### config.mk
export PLATFORM = sky130hd
export DESIGN_NAME = switch_allocator
export DESIGN_NICKNAME = d
export VERILOG_FILES = /design/src/rtl/noc_pkg.sv /design/src/rtl/rr_arbiter.sv /design/src/rtl/switch_allocator.sv
export SDC_FILE = /design/constraint.sdc
export NUM_CORES = 1
export LEC_CHECK = 0
export CAP_MARGIN = 0
export CORE_ASPECT_RATIO = 0.5
export CORE_MARGIN = 4
export CORE_UTILIZATION = 50
export DETAILED_ROUTE_END_ITERATION = 8
export DONT_BUFFER_PORTS = 1
export PLACE_DENSITY_LB_ADDON = 0.25
export SYNTH_ARGS = -nofsm -noshare
export SYNTH_HDL_FRONTEND = slang
export SYNTH_SLANG_ARGS = --single-unit
### constraint.sdc
create_clock -name clk -period 10 [get_ports clk]
set_clock_uncertainty 0.15 [all_clocks]
set_input_delay 1.5 -clock clk [delete_from_list [all_inputs] [get_ports clk]]
set_output_delay 1.5 -clock clk [all_outputs]
set_load 0.005 [all_outputs]
### src/rtl/noc_pkg.sv
`default_nettype none
// ============================================================================
// Module      : noc_pkg
// Description : Shared NoC definitions. Holds the port index map, the flit
//               type codes and the XY routing function.
// Revision    : 1.0 - initial release
// ============================================================================
package noc_pkg;

  // Width of a port index. Five ports fit in three bits.
  localparam int PORT_W = 3;

  localparam logic [PORT_W-1:0] PORT_LOCAL = 3'd0;
  localparam logic [PORT_W-1:0] PORT_NORTH = 3'd1;
  localparam logic [PORT_W-1:0] PORT_EAST  = 3'd2;
  localparam logic [PORT_W-1:0] PORT_SOUTH = 3'd3;
  localparam logic [PORT_W-1:0] PORT_WEST  = 3'd4;

  typedef enum logic [1:0] {
    FLIT_HEADER = 2'd0,
    FLIT_BODY   = 2'd1,
    FLIT_TAIL   = 2'd2
  } flit_type_e;

  // Dimension-ordered routing: resolve X first, then Y. The destination is
  // passed zero-extended so one function serves any address width; the low
  // half of the address is X and the high half is Y.
  function automatic logic [PORT_W-1:0] xy_route(
    input logic [31:0] dest,
    input int unsigned addr_size,
    input logic [31:0] x,
    input logic [31:0] y
  );
    int unsigned half;
    logic [31:0] dx;
    logic [31:0] dy;
    half = addr_size / 2;
    dx   = dest & ((32'd1 << half) - 32'd1);
    dy   = (dest >> half) & ((32'd1 << (addr_size - half)) - 32'd1);
    if (dx > x)      return PORT_EAST;
    else if (dx < x) return PORT_WEST;
    else if (dy > y) return PORT_NORTH;
    else if (dy < y) return PORT_SOUTH;
    else             return PORT_LOCAL;
  endfunction

endpackage
`default_nettype wire

### src/rtl/rr_arbiter.sv
`default_nettype none
// ============================================================================
// Module      : rr_arbiter
// Description : One output port's owner tracker. It picks a round-robin
//               winner among the candidates while idle, then holds that
//               owner until it releases.
// Revision    : 1.0 - initial release
// ============================================================================
module rr_arbiter #(
  parameter int N     = 5,
  parameter int SEL_W = (N > 1) ? $clog2(N) : 1
) (
  input  logic             clk,
  input  logic             rst_n,
  input  logic [N-1:0]     cand,
  input  logic             rel,
  output logic             busy,
  output logic [SEL_W-1:0] owner
);

  typedef enum logic [0:0] {
    ST_IDLE = 1'b0,
    ST_BUSY = 1'b1
  } state_e;

  state_e           r_state;
  logic [SEL_W-1:0] r_ptr;
  logic             w_found;
  logic [SEL_W-1:0] w_win;

  // Pick the first candidate at or after the pointer, wrapping around.
  always_comb begin
    int tmp;
    w_found = 1'b0;
    w_win   = '0;
    for (int k = 0; k < N; k++) begin
      tmp = int'(r_ptr) + k;
      if (tmp >= N) tmp = tmp - N;
      if (!w_found && cand[tmp]) begin
        w_found = 1'b1;
        w_win   = SEL_W'(tmp);
      end
    end
  end

  // Idle/busy lock. The pointer moves only on release, so a packet's win
  // never changes priority until that packet has left.
  always_ff @(posedge clk or negedge rst_n) begin
    if (!rst_n) begin
      r_state <= ST_IDLE;
      busy    <= 1'b0;
      owner   <= '0;
      r_ptr   <= '0;
    end else begin
      case (r_state)
        ST_IDLE: begin
          if (w_found) begin
            r_state <= ST_BUSY;
            busy    <= 1'b1;
            owner   <= w_win;
          end
        end
        ST_BUSY: begin
          if (rel) begin
            r_state <= ST_IDLE;
            busy    <= 1'b0;
            owner   <= '0;
            r_ptr   <= (owner == SEL_W'(N - 1)) ? '0 : owner + 1'b1;
          end
        end
        default: r_state <= ST_IDLE;
      endcase
    end
  end

endmodule
`default_nettype wire

### src/rtl/switch_allocator.sv
`default_nettype none
// ============================================================================
// Module      : switch_allocator
// Description : Router switch allocator. It XY-routes each requesting input,
//               runs one round-robin lock per output and drives the grants
//               and the crossbar select/valid.
// Revision    : 1.0 - initial release
// ============================================================================
module switch_allocator
  import noc_pkg::*;
#(
  parameter int NUM_PORTS    = 5,
  parameter int ADDRESS_SIZE = 4,
  parameter int ROUTER_X     = 0,
  parameter int ROUTER_Y     = 0,
  localparam int SEL_W       = $clog2(NUM_PORTS)
) (
  input  logic                                    clk,
  input  logic                                    rst_n,
  input  logic [NUM_PORTS-1:0]                    req,
  input  logic [NUM_PORTS-1:0][ADDRESS_SIZE-1:0]  dest,
  output logic [NUM_PORTS-1:0]                    grant,
  output logic [NUM_PORTS-1:0]                    out_busy,
  output logic [NUM_PORTS-1:0][SEL_W-1:0]         out_sel
);

  logic [PORT_W-1:0]                 w_route [NUM_PORTS];
  logic [NUM_PORTS-1:0]              w_busy;
  logic [NUM_PORTS-1:0][SEL_W-1:0]   w_owner;

  // Per-input routing. Once an input is granted its candidate bit is masked,
  // so later dest changes cannot move an in-flight packet.
  for (genvar i = 0; i < NUM_PORTS; i++) begin : g_route
    assign w_route[i] = xy_route(32'(dest[i]), ADDRESS_SIZE,
                                 32'(ROUTER_X), 32'(ROUTER_Y));

    // U-turns are legal but unusual; count them when they occur.
    uturn_cov : cover property (@(posedge clk) disable iff (!rst_n)
                                req[i] && (w_route[i] == PORT_W'(i)));
  end

  // One arbiter per output, fed by its column of the candidate matrix.
  for (genvar o = 0; o < NUM_PORTS; o++) begin : g_out
    logic [NUM_PORTS-1:0] w_cand;
    logic                 w_rel;

    // Candidates: requesting, not yet granted, routed to this output.
    always_comb begin
      w_cand = '0;
      for (int i = 0; i < NUM_PORTS; i++) begin
        w_cand[i] = req[i] & ~grant[i] & (w_route[i] == PORT_W'(o));
      end
    end

    assign w_rel = ~req[w_owner[o]];

    rr_arbiter #(
      .N     (NUM_PORTS),
      .SEL_W (SEL_W)
    ) u_arb (
      .clk   (clk),
      .rst_n (rst_n),
      .cand  (w_cand),
      .rel   (w_rel),
      .busy  (w_busy[o]),
      .owner (w_owner[o])
    );
  end

  // Each input owns at most one output, so OR-reducing the owner decode
  // gives its grant.
  always_comb begin
    grant = '0;
    for (int o = 0; o < NUM_PORTS; o++) begin
      if (w_busy[o]) grant[w_owner[o]] = 1'b1;
    end
  end

  assign out_busy = w_busy;
  assign out_sel  = w_owner;

endmodule
`default_nettype wire

**Yosys cells after proc, flatten, opt, wreduce, memory -nomap -nowiden**

Index checks and enable logic that the tools add are counted.
Widths: inputs -> output; s select.

- Multiplexer cells: 245
- Reduce and logical (&&, ||, !) cells: 60
- Equality and inequality tests: 35
- Order comparisons: 80
- Bitwise gates (word level): 49
- Add/sub/neg operators: 50

Operators with widths:

| operator | number |
|---|---|
| $lt 32x5->1 const B | 25 |
| $mux 32 | 25 |
| $ge 32x4->1 const B | 20 |
| $sub 32x4->32 const B | 20 |
| $mux 3 | 51 |
| $mux 1 | 105 |
| $bmux 1 s3 | 30 |
| $add 3x2->4 const B | 10 |
| $and 1x1->1 | 30 |
| $eq 3x2->1 const B | 10 |
| $eq 3x3->1 const B | 10 |
| $pmux 3 s2 | 5 |
| $logic_and 1x1->1 | 25 |
| $mux 5 | 5 |
| $add 3x1->4 const B | 5 |
| $add 3x3->4 const B | 5 |
| $gt 2x1->1 const B | 10 |
| $logic_not 1->1 | 20 |
| $lt 2x1->1 const B | 10 |
| $lt 3x4->1 const B | 5 |
| $or 5x5->5 | 4 |
| $pmux 1 s2 | 10 |
| $reduce_and 2->1 | 10 |
| $sub 3x3->4 const B | 5 |
| 10 further kinds | 64 |

- Output and inout port bits: 25
- Flip-flop bits (word level): 40
- Logic and storage cells: 539
- Input bits: 27

**Depth between registers and ports, before layout**

Gate-level depths: netlist of run 1.

- Word-level depth: 34
- Mapped depth: 15
- Gate-level depth less buffers: 13

**By module**

From an unflattened synthesis of run 1, not the netlist that was laid out.

- Cells, all modules: 1089
- Area, all modules: 8919.8 sq um

By module, submodules not included:

| module | sequential area each (sq um) | area an instance (sq um) | cells an instance | times used |
|---|---|---|---|---|
| rr_arbiter at g_out[1].u_arb ... | 200.2 | 1666.6 | 199 | 4 |
| rr_arbiter at g_out[0].u_arb | 200.2 | 1437.6 | 171 | 1 |
| switch_allocator | 0.0 | 815.8 | 122 | 1 |

**Worst setup path before layout of run 1**

Ideal clock, no wire load.

- Path kind: input -> register
- Start: in dest[13] (netlist name)
- End: reg g_out[1].u_arb.owner[0]
- Path buffers: 0
- Stages on the path: 9
- Data required time: 9.729 ns
- Library setup time: 0.121 ns
- Arrival: 3.327 ns
- Path slack: 6.402 ns
- Path through: nor2_1 o2111ai_1 or2_2 a2111oi_4 a21oi_2 and4_4 and2_4 a21o_1 a32o_2

- Word-level cells in the longest chain between the ends: 23
- Elaborated cells between the ends (all ways): 43
- Classes of those cells: 2 x order compare; 2 x eq/ne; 29 x mux; 1 x bitwise; 9 x reduce/logical

Ends and longest elaborated chain:

| element | line | source |
|---|---|---|
| from (decl) | switch_allocator.sv:21 | `input logic [NUM_PORTS-1:0][ADDRESS_SIZE-1:0] dest,` |
| $lt 2x1->1 | noc_pkg.sv:41 | `else if (dx < x) return PORT_WEST;` |
| $mux 3 | noc_pkg.sv:41 |  |
| $mux 3 (*) | noc_pkg.sv:40 | `if (dx > x) return PORT_EAST;` |
| $eq 3x1->1 (*) | switch_allocator.sv:51 | `w_cand[i] = req[i] & ~grant[i] & (w_route[i] == PORT_W'(o));` |
| $and 1x1->1 (*) | switch_allocator.sv:51 |  |
| $bmux 1 s3 | rr_arbiter.sv:39 | `if (!w_found && cand[tmp]) begin` |
| $mux 1 (not written as such) (2 in a row) | rr_arbiter.sv:39 |  |
| $mux 1 | rr_arbiter.sv:39 |  |
| [6 not listed] | -- |  |
| $logic_not 1->1 | rr_arbiter.sv:39 |  |
| $logic_and 1x1->1 | rr_arbiter.sv:39 |  |
| $mux 1 | rr_arbiter.sv:39 |  |
| $logic_not 1->1 | rr_arbiter.sv:39 |  |
| $logic_and 1x1->1 | rr_arbiter.sv:39 |  |
| $mux 3 / $mux 1 (equally long branches) | rr_arbiter.sv:39 |  |
| $mux 3 / $ne 2x1->1 (equally long branches) | -- |  |
| $pmux 3 s2 / $reduce_and 2->1 (equally long branches) | -- |  |
| to (signal assigned) | rr_arbiter.sv:60 | `owner <= w_win;` |
| to (decl) | rr_arbiter.sv:18 | `output logic [SEL_W-1:0] owner` |

Mark *: on every way between the ends. The rest lies on a longest branch, timed or not. The select of a mux whose other input is x is not followed.
A chain may end at the register's enable or synchronous reset.

**Worst setup path after layout of run 1**

- Start: reg g_out[2].u_arb.r_ptr[0]
- End: reg g_out[2].u_arb.owner[1]

- Word-level cells in the longest chain between the ends: 20
- Elaborated cells between the ends (all ways): 56
- Classes of those cells: 9 x add/sub; 5 x order compare; 1 x eq/ne; 32 x mux; 9 x reduce/logical

Ends and longest elaborated chain:

| element | line | source |
|---|---|---|
| from (decl) | rr_arbiter.sv:27 | `logic [SEL_W-1:0] r_ptr;` |
| from (signal assigned) | rr_arbiter.sv:68 | `r_ptr <= (owner == SEL_W'(N - 1)) ? '0 : owner + 1'b1;` |
| parallel branches: the longest is 20 deep, another holds $sub 32x4->32 | -- |  |
| to (signal assigned) | rr_arbiter.sv:60 |  |
| to (decl) | rr_arbiter.sv:18 |  |

Parallel ways; which one is timed is not known. The select of a mux whose other input is x is not followed.

==> metrics.cfg, run 1 <==
[power_and_ir_drop]
power_density_nw_per_um2 = 412
leakagePower_nw = 2.12
peakVddDrop_v = 0.000235
power_mw = 2.05

[setup_path]
path_cells = inv_2 -> ha_1 -> inv_1 -> fa_1 -> a21oi_1 -> mux2i_1 -> mux2i_1 -> a22o_1 -> nor4b_2 -> nand2_1 -> o31ai_1 -> o22ai_1
cp-start-kind = flip-flop
r2r_slack_ns = 5.86
worstReg2RegEnd = g_out[2].u_arb.owner[1]
cp_num_buf_inv = 2
cp_num_cells = 12
crit_top_cell = mux2i_1
critPathKind = reg2reg
max_stage_delay_ns = 0.65
cp.arrival_ns = 4.16
crit_family = compound AO/OA/AOI/OAI gates
reg2reg_from = g_out[2].u_arb.r_ptr[0]
cp.required_ns = 10.01
critPathSlowestCell = dfrtp_1
cp_max_fo = 25
critPathCaptureType = flip-flop
rr_worst_depth = 12

[timing]
hold_violations = 0
final.min_clock_period_ns = 4.14
finalMaxSlewViolations = 0
rsz0062_at_grt = false
max-slew-margin-rel_pct = 50.4
hold-worst-slack_ns = 0.310
worstMarginPinSlew_ns = 0.743
setup_viol = 0
min_period_over_period_pct = 41.4
worst_slack_ns = 5.86
tns_ns = 0
fmax_mhz = 241

[route]
wl_per_cell_um = 18.1
num_vias = 4704
route.detailed.drc = 0
avgViaCountPerCell = 6.36
drtAntennaViolNets = 0
drt_first_pass_iters = 5
drt-total-wl_mm = 13.4
first_iter_violations = 267

[place]
hpwl_mm = 10.4
pre_cts_ws_ns = 5.92
port_buffers = 0
dp.cells = 732
place_congestion = 0.980
placed_area_um2 = 4820

[floorplan]
rows = 25
ios = 52
core_um2 = 9510
fp.dieH_um = 78.0
die_w_um = 148
dieArea_um2 = 11500
initial_core_util_pct = 51.5

[clocking]
clk_pin_slew_ns = 0.06
cts_made_buffers = 5
cts.path.max_buffers = 2
postCtsSetupRepairBufs = 0
root_buffer = clkbuf_16
cts.htree.levels = 2
clk_latency_ns = 0.29
hold_buffers = 0
cts_num_sinks = 31
cts_tree = built
cts_resized = 0

[cells_and_area]
design_area_um2 = 4980
fillers = 954
drive_gt1_share_pct = 7.27
post-route-util_pct = 52.3
area_growth_pct = 1.53
n_antenna_cell = 0
finalNonFillerCells = 740
nets = 666

[yosys]
synth.distinct_cells = 92
synthCells = 632
ys_ff_latch = 31
ys_warn_count = 0
synth_enable_flop_cells = 0
synth_ff_type = dfrtp_1
syn_area_per_cell_um2 = 7.75
syn_area_um2 = 4900
synthArstFlopShare_pct = 100
seq_area_frac_synth_pct = 15.8

[grt]
grt_max_degree = 32
grt_pass1_wl_mm = 21.7
grt_overflow_total = 0
antenna_found_initial = 0
first_global_vias = 4308
globalRouteTotalUtil_pct = 22.8

[hold_path]
whs_path_depth = 1
hold_end = g_out[4].u_arb.busy
min_from = g_out[4].u_arb.r_state
hp-class = reg2reg

[run_status]
status = complete, no violations

[job]
maxCapViolations = 0

cells by family (layout without fill, tap and decap cells):
family / after synthesis / count (layout) / share of synthesized area [%]
xor+xnor: 14 / 14 / 2.50
buf+inv: 78 / 49 / 8.55
compound gates: 193 / 193 / 27.8
fa+ha+maj: 35 / 35 / 9.39
mux: 31 / 31 / 6.74
flops: 31 / 31 / 15.8
other cells: 1 / 3 / 0.0765
simple gates: 249 / 249 / 29.1
cells in the final DEF, fill, tap and decap left out, drive strengths merged, types with 5 or more instances in the layout:
cell / Yosys / layout
nand2: 56 / 56
and3: 6 / 6
a31oi: 12 / 12
and2: 10 / 10
nor2b: 9 / 9
or3: 6 / 6
dfrtp: 31 / 31
nand3: 19 / 19
o22ai: 11 / 11
clkbuf: 14 / 7
o21a: 6 / 6
a211oi: 11 / 11
o31ai: 11 / 11
nand2b: 8 / 8
nor3b: 5 / 5
nor4b: 5 / 5
inv: 40 / 40
and4: 6 / 6
ha: 32 / 32
a2bb2oi: 5 / 5
xnor2: 13 / 13
nand4: 6 / 6
o211ai: 5 / 5
and3b: 5 / 5
nor3: 29 / 29
a21o: 12 / 12
o21ai: 34 / 34
a21oi: 38 / 38
and4bb: 8 / 8
or2: 5 / 5
mux2i: 24 / 24
nor2: 47 / 47
mux2: 6 / 6
report_power, final:
part           leakage [nW]  total [mW]  internal (mW)  switching [mW]
Combinational          1.66        1.56          0.665           0.891
Clock                0.0761       0.168          0.106          0.0622
Sequential            0.390       0.326          0.172           0.155
Total                  2.12        2.05          0.942            1.11
metal layers:
layer  part of all wire [%]  GRT usage [%]  vias to the layer above
met1                     47           31.6                     2247
met3                    5.9           3.68                       14
met2                     46           37.4                      138
met4                    1.1           4.98                        0
met5                      0              0                        -
li1                       -              -                     2305
final cells by class:
type | instances | area, µm² | share of cell area (%)
Timing Repair Buffer | 1 | 7.51 | 0.151
Tap cell | 135 | 169 | 3.39
Multi-Input combinational cell | 525 | 3710 | 74.6
Sequential cell | 31 | 776 | 15.6
Clock buffer | 7 | 153 | 3.07
Inverter | 40 | 150 | 3.02
Clock inverter | 1 | 7.51 | 0.151
worst register-to-register path: cells and delay by family (launching register included):
kind / cells / cell delay [ns]
flops: 1 / 0.65
fa+ha+maj: 2 / 0.63
simple gates: 2 / 0.66
compound gates: 4 / 0.94
buf+inv: 2 / 0.38
mux: 2 / 0.61
sequential cells by signal, indices dropped and copies added, names as in the netlist:
name,cells
g_out.u_arb.owner,12
g_out.u_arb.r_ptr,9
g_out.u_arb.busy,5
g_out.u_arb.r_state,5
worst max path at each step:
stage / slack [ns] / from / to
2_1_floorplan: 6.40 / dest[13] / g_out[1].u_arb.owner[0]
3_3_place_gp: 6.02 / g_out[2].u_arb.r_ptr[0] / g_out[2].u_arb.owner[1]
3_5_place_dp: 5.92 / g_out[2].u_arb.r_ptr[0] / g_out[2].u_arb.owner[1]
4_1_cts: 5.89 / g_out[2].u_arb.r_ptr[0] / g_out[2].u_arb.owner[1]
5_1_grt: 5.51 / g_out[2].u_arb.r_ptr[0] / g_out[2].u_arb.owner[1]
6_report: 5.86 / g_out[2].u_arb.r_ptr[0] / g_out[2].u_arb.owner[1]
synth_stat cells, types with 4 or more instances:
cell / count / area (µm²)
buf_2: 5 / 25.0
and4bb_1: 6 / 75.1
inv_1: 37 / 139
o31ai_1: 10 / 75.1
o21ai_1: 4 / 20.0
nand4b_1: 4 / 35.0
o21a_1: 6 / 45.0
a22oi_1: 4 / 30.0
and2_1: 9 / 56.3
mux2i_1: 24 / 240
a21oi_1: 37 / 185
nand3_1: 19 / 95.1
nor2b_1: 8 / 50.1
a31oi_1: 11 / 68.8
or3_1: 6 / 37.5
nor3_1: 29 / 145
a2bb2oi_1: 5 / 43.8
and3b_1: 5 / 43.8
a211oi_1: 11 / 82.6
ha_1: 32 / 400
xnor2_1: 13 / 114
and3_1: 5 / 31.3
dfrtp_1: 31 / 776
and4_1: 5 / 43.8
mux2_2: 6 / 67.6
a221oi_1: 4 / 35.0
nor2_1: 46 / 173
nand2b_1: 8 / 50.1
o21ai_0: 30 / 150
nor3b_1: 5 / 37.5
nand4_1: 6 / 37.5
o22ai_1: 11 / 68.8
clkbuf_1: 10 / 37.5
a32oi_1: 4 / 35.0
buf_4: 10 / 75.1
o22a_1: 4 / 35.0
a21o_1: 12 / 90.1
o211ai_1: 5 / 37.5
buf_6: 6 / 67.6
nand2_1: 56 / 210
Power figures use the tool's default switching activity.
==> inputs of run 2 (changes only) <==
==> constraint.sdc (replaced) <==
create_clock -name clk -period 3.6 [get_ports clk]
set_clock_uncertainty 0.15 [all_clocks]
set_input_delay 0.54 -clock clk [delete_from_list [all_inputs] [get_ports clk]]
set_output_delay 0.54 -clock clk [all_outputs]
set_load 0.005 [all_outputs]
==> run 2 against run 1 <==
Combinational power increased to 3.2 times the previous value. Count of clock-buffer cells in the layout decreased by 2. Wire length increased by 7.0%. Via count increased by 4.2%. Critical path depth unchanged. Critical path type unchanged. Setup slack got worse by 5.6 ns. Maximum frequency increased by 22%. Register-to-register slack got worse by 5.6 ns. First-iteration DRC count increased by 36%. Sequential power increased by 110%. Flip-flop and latch count unchanged. Final area increased by 5.2%. Largest cell class unchanged.
==> metrics.cfg, run 2 (synthesized netlist as in run 1, its figures left out) <==
[hold_path]
whs_path_depth = 1  ; unchanged
min_from = req[0]  ; was g_out[4].u_arb.r_state
hp-class = in2reg  ; was reg2reg
hold_end = g_out[4].u_arb.r_state  ; was g_out[4].u_arb.busy

[place]
place_congestion = 0.922  ; was 0.980
port_buffers = 0  ; unchanged
hpwl_mm = 11.1  ; was 10.4 mm

[grt]
grt_max_degree = 32  ; unchanged
grt_overflow_total = 0  ; unchanged
antenna_found_initial = 0  ; unchanged
globalRouteTotalUtil_pct = 24.6  ; was 22.8%
grt_pass1_wl_mm = 23.2  ; was 21.7 mm
first_global_vias = 4419  ; was 4308

[cells_and_area]
nets = 697  ; was 666
top_register = g_out.u_arb.owner  ; unchanged
top_regs = g_out.u_arb.owner (12), g_out.u_arb.r_ptr (9)  ; unchanged
final_common_cell = nand2_1  ; unchanged
final_cell_mix = nand2_1 (56), nor2_1 (46), inv_1 (36), a21oi_1 (36), ha_1 (31)  ; was nand2_1 (56), nor2_1 (46), inv_1 (37), a21oi_1 (37), ha_1 (32)
drive_gt1_share_pct = 12.7  ; was 7.27%
area_growth_pct = 6.77  ; was 1.53%
largest_register_ffs = 12  ; unchanged
n_antenna_cell = 0  ; unchanged

[clocking]
root_buffer = clkbuf_16  ; unchanged
cts.htree.levels = 2  ; unchanged
clk_pin_slew_ns = 0.06  ; about the same
cts.path.max_buffers = 2  ; unchanged
clk_latency_ns = 0.29  ; about the same
cts_made_buffers = 5  ; unchanged
cts_tree = built  ; unchanged
cts_num_sinks = 31  ; unchanged

[route]
route.detailed.drc = 0  ; unchanged
dr_wl_met2_mm = 6.42  ; was 6.14 mm
drtAntennaViolNets = 0  ; unchanged
wl_met1_mm = 6.58  ; was 6.31 mm
num_vias = 4902  ; was 4704
highest_layer = met4  ; unchanged
first_iter_violations = 363  ; was 267
drt-total-wl_mm = 14.3  ; was 13.4 mm
wl_per_cell_um = 18.6  ; was 18.1 µm
wl_met3_mm = 1.14  ; was 789 µm
drt_first_pass_iters = 5  ; unchanged
avgViaCountPerCell = 6.36  ; about the same

[timing]
fmax_mhz = 296  ; was 241 MHz
min_period_over_period_pct = 94.0  ; was 41.4%
final.min_clock_period_ns = 3.38  ; was 4.14 ns
finalMaxSlewViolations = 0  ; unchanged
tns_ns = 0  ; unchanged
rsz0062_at_grt = false  ; unchanged
worstMarginPinSlew_ns = 0.651  ; was 0.743 ns
hold_violations = 0  ; unchanged
max-slew-margin-rel_pct = 56.3  ; was 50.4%
hold-worst-slack_ns = 0.238  ; was 0.310 ns
setup_viol = 0  ; unchanged

[floorplan]
initial_core_util_pct = 51.5  ; unchanged
core_um2 = 9510  ; unchanged
rows = 25  ; unchanged
die_w_um = 148  ; unchanged
ios = 52  ; unchanged
dieArea_um2 = 11500  ; unchanged
fp.dieH_um = 78.0  ; unchanged

[power_and_ir_drop]
peakVddDrop_v = 0.000602  ; was 0.000235 V
power_density_nw_per_um2 = 1160  ; was 412 nW/µm²
leakagePower_nw = 2.27  ; was 2.12 nW

[setup_path]
cp-start-kind = flip-flop  ; unchanged
cp_max_fo = 11  ; was 25
critPathKind = reg2reg  ; unchanged
r2r_slack_ns = 0.22  ; was 5.86 ns
worstReg2RegEnd = g_out[1].u_arb.owner[0]  ; was g_out[2].u_arb.owner[1]
rr_worst_depth = 12  ; unchanged
reg2reg_from = g_out[1].u_arb.r_ptr[0]  ; was g_out[2].u_arb.r_ptr[0]
critPathCaptureType = flip-flop  ; unchanged
cp.arrival_ns = 3.41  ; was 4.16 ns
cp.required_ns = 3.63  ; was 10.01 ns

[run_status]
status = complete, no violations  ; unchanged

[job]
maxCapViolations = 0  ; unchanged

run 2: worst max-delay path by stage:
stage                            start                      end  cells past startpoint
2_1_floorplan  g_out[0].u_arb.r_ptr[0]   g_out[0].u_arb.r_state                     14
3_3_place_gp   g_out[1].u_arb.r_ptr[1]  g_out[1].u_arb.owner[0]                     11
3_5_place_dp   g_out[2].u_arb.r_ptr[1]  g_out[2].u_arb.owner[1]                     11
4_1_cts        g_out[2].u_arb.r_ptr[1]  g_out[2].u_arb.owner[1]                     11
5_1_grt        g_out[2].u_arb.r_ptr[0]  g_out[2].u_arb.owner[1]                     11
6_report       g_out[1].u_arb.r_ptr[0]  g_out[1].u_arb.owner[0]                     12
run 2: area by class of cell:
| type | instances | area [µm²] |
|---|---|---|
| sequential | 31 | 777 |
| tap | 135 | 169 |
| inverter | 40 | 150 |
| clock buffer | 5 | 125 |
| fill | 919 | 4280 |
| timing repair buffer | 32 | 255 |
| clock inverter | 3 | 20.0 |
| multi-input combinational | 525 | 3740 |
run 2: what timing repair did:
item,in CTS,in global routing
endpoints found under the setup margin,0,4
hold endpoints to repair,31,0
hold buffers,2,0
setup buffers,0,1
resized for setup,0,7
run 2: worst max-delay path, cell delays in order (launching register included):
cell and delay (ns):
dfrtp_1 0.39, inv_2 0.19, ha_1 0.20, inv_1 0.05, fa_1 0.40, a21oi_1 0.23, xnor2_1 0.31, mux2i_1 0.15
or3b_4 0.43, and4_4 0.16, and2_4 0.16, a21o_1 0.18, a32o_2 0.27
run 2: metal layers:
metal  vias to the layer above  GRT usage (%)
met2                       198           38.8
li1                       2372              -
met3                        21           4.49
met5                         -              0
met4                         0           5.53
met1                      2311           35.0
run 2: metrics by stage:
step | setup slack, ns | std cells | area, µm² | util [%] | power [mW]
detailed placement | 0.105 | 760 | 5030 | 52.9 | 5.47
global route | 0.0107 | 771 | 5230 | 55.0 | 6.61
global placement | 0.212 | 760 | 5030 | 52.9 | 5.43
floorplan | 0.00456 | 634 | 4910 | - | 4.46
CTS | 0.0910 | 770 | 5200 | 54.7 | 5.94
finish | 0.216 | 771 | 5230 | 55.0 | 6.07
run 2: report_power, final:
| group | total (mW) | switching (mW) | internal (mW) |
|---|---|---|---|
| registers | 0.694 | 0.211 | 0.483 |
| clock network | 0.433 | 0.178 | 0.255 |
| logic | 4.94 | 2.84 | 2.10 |
| total | 6.07 | 3.23 | 2.84 |
==> inputs of run 3 (changes only) <==
--- a/config.mk
+++ b/config.mk
@@ -9,6 +9,7 @@
 export CORE_ASPECT_RATIO = 0.5
 export CORE_MARGIN = 4
 export CORE_UTILIZATION = 50
+export CTS_BUF_LIST = sky130_fd_sc_hd__clkbuf_16
 export DETAILED_ROUTE_END_ITERATION = 8
 export DONT_BUFFER_PORTS = 1
 export PLACE_DENSITY_LB_ADDON = 0.25
==> results of run 3 <==
The final DEF is identical to that of run 2; final timing and power are the same.
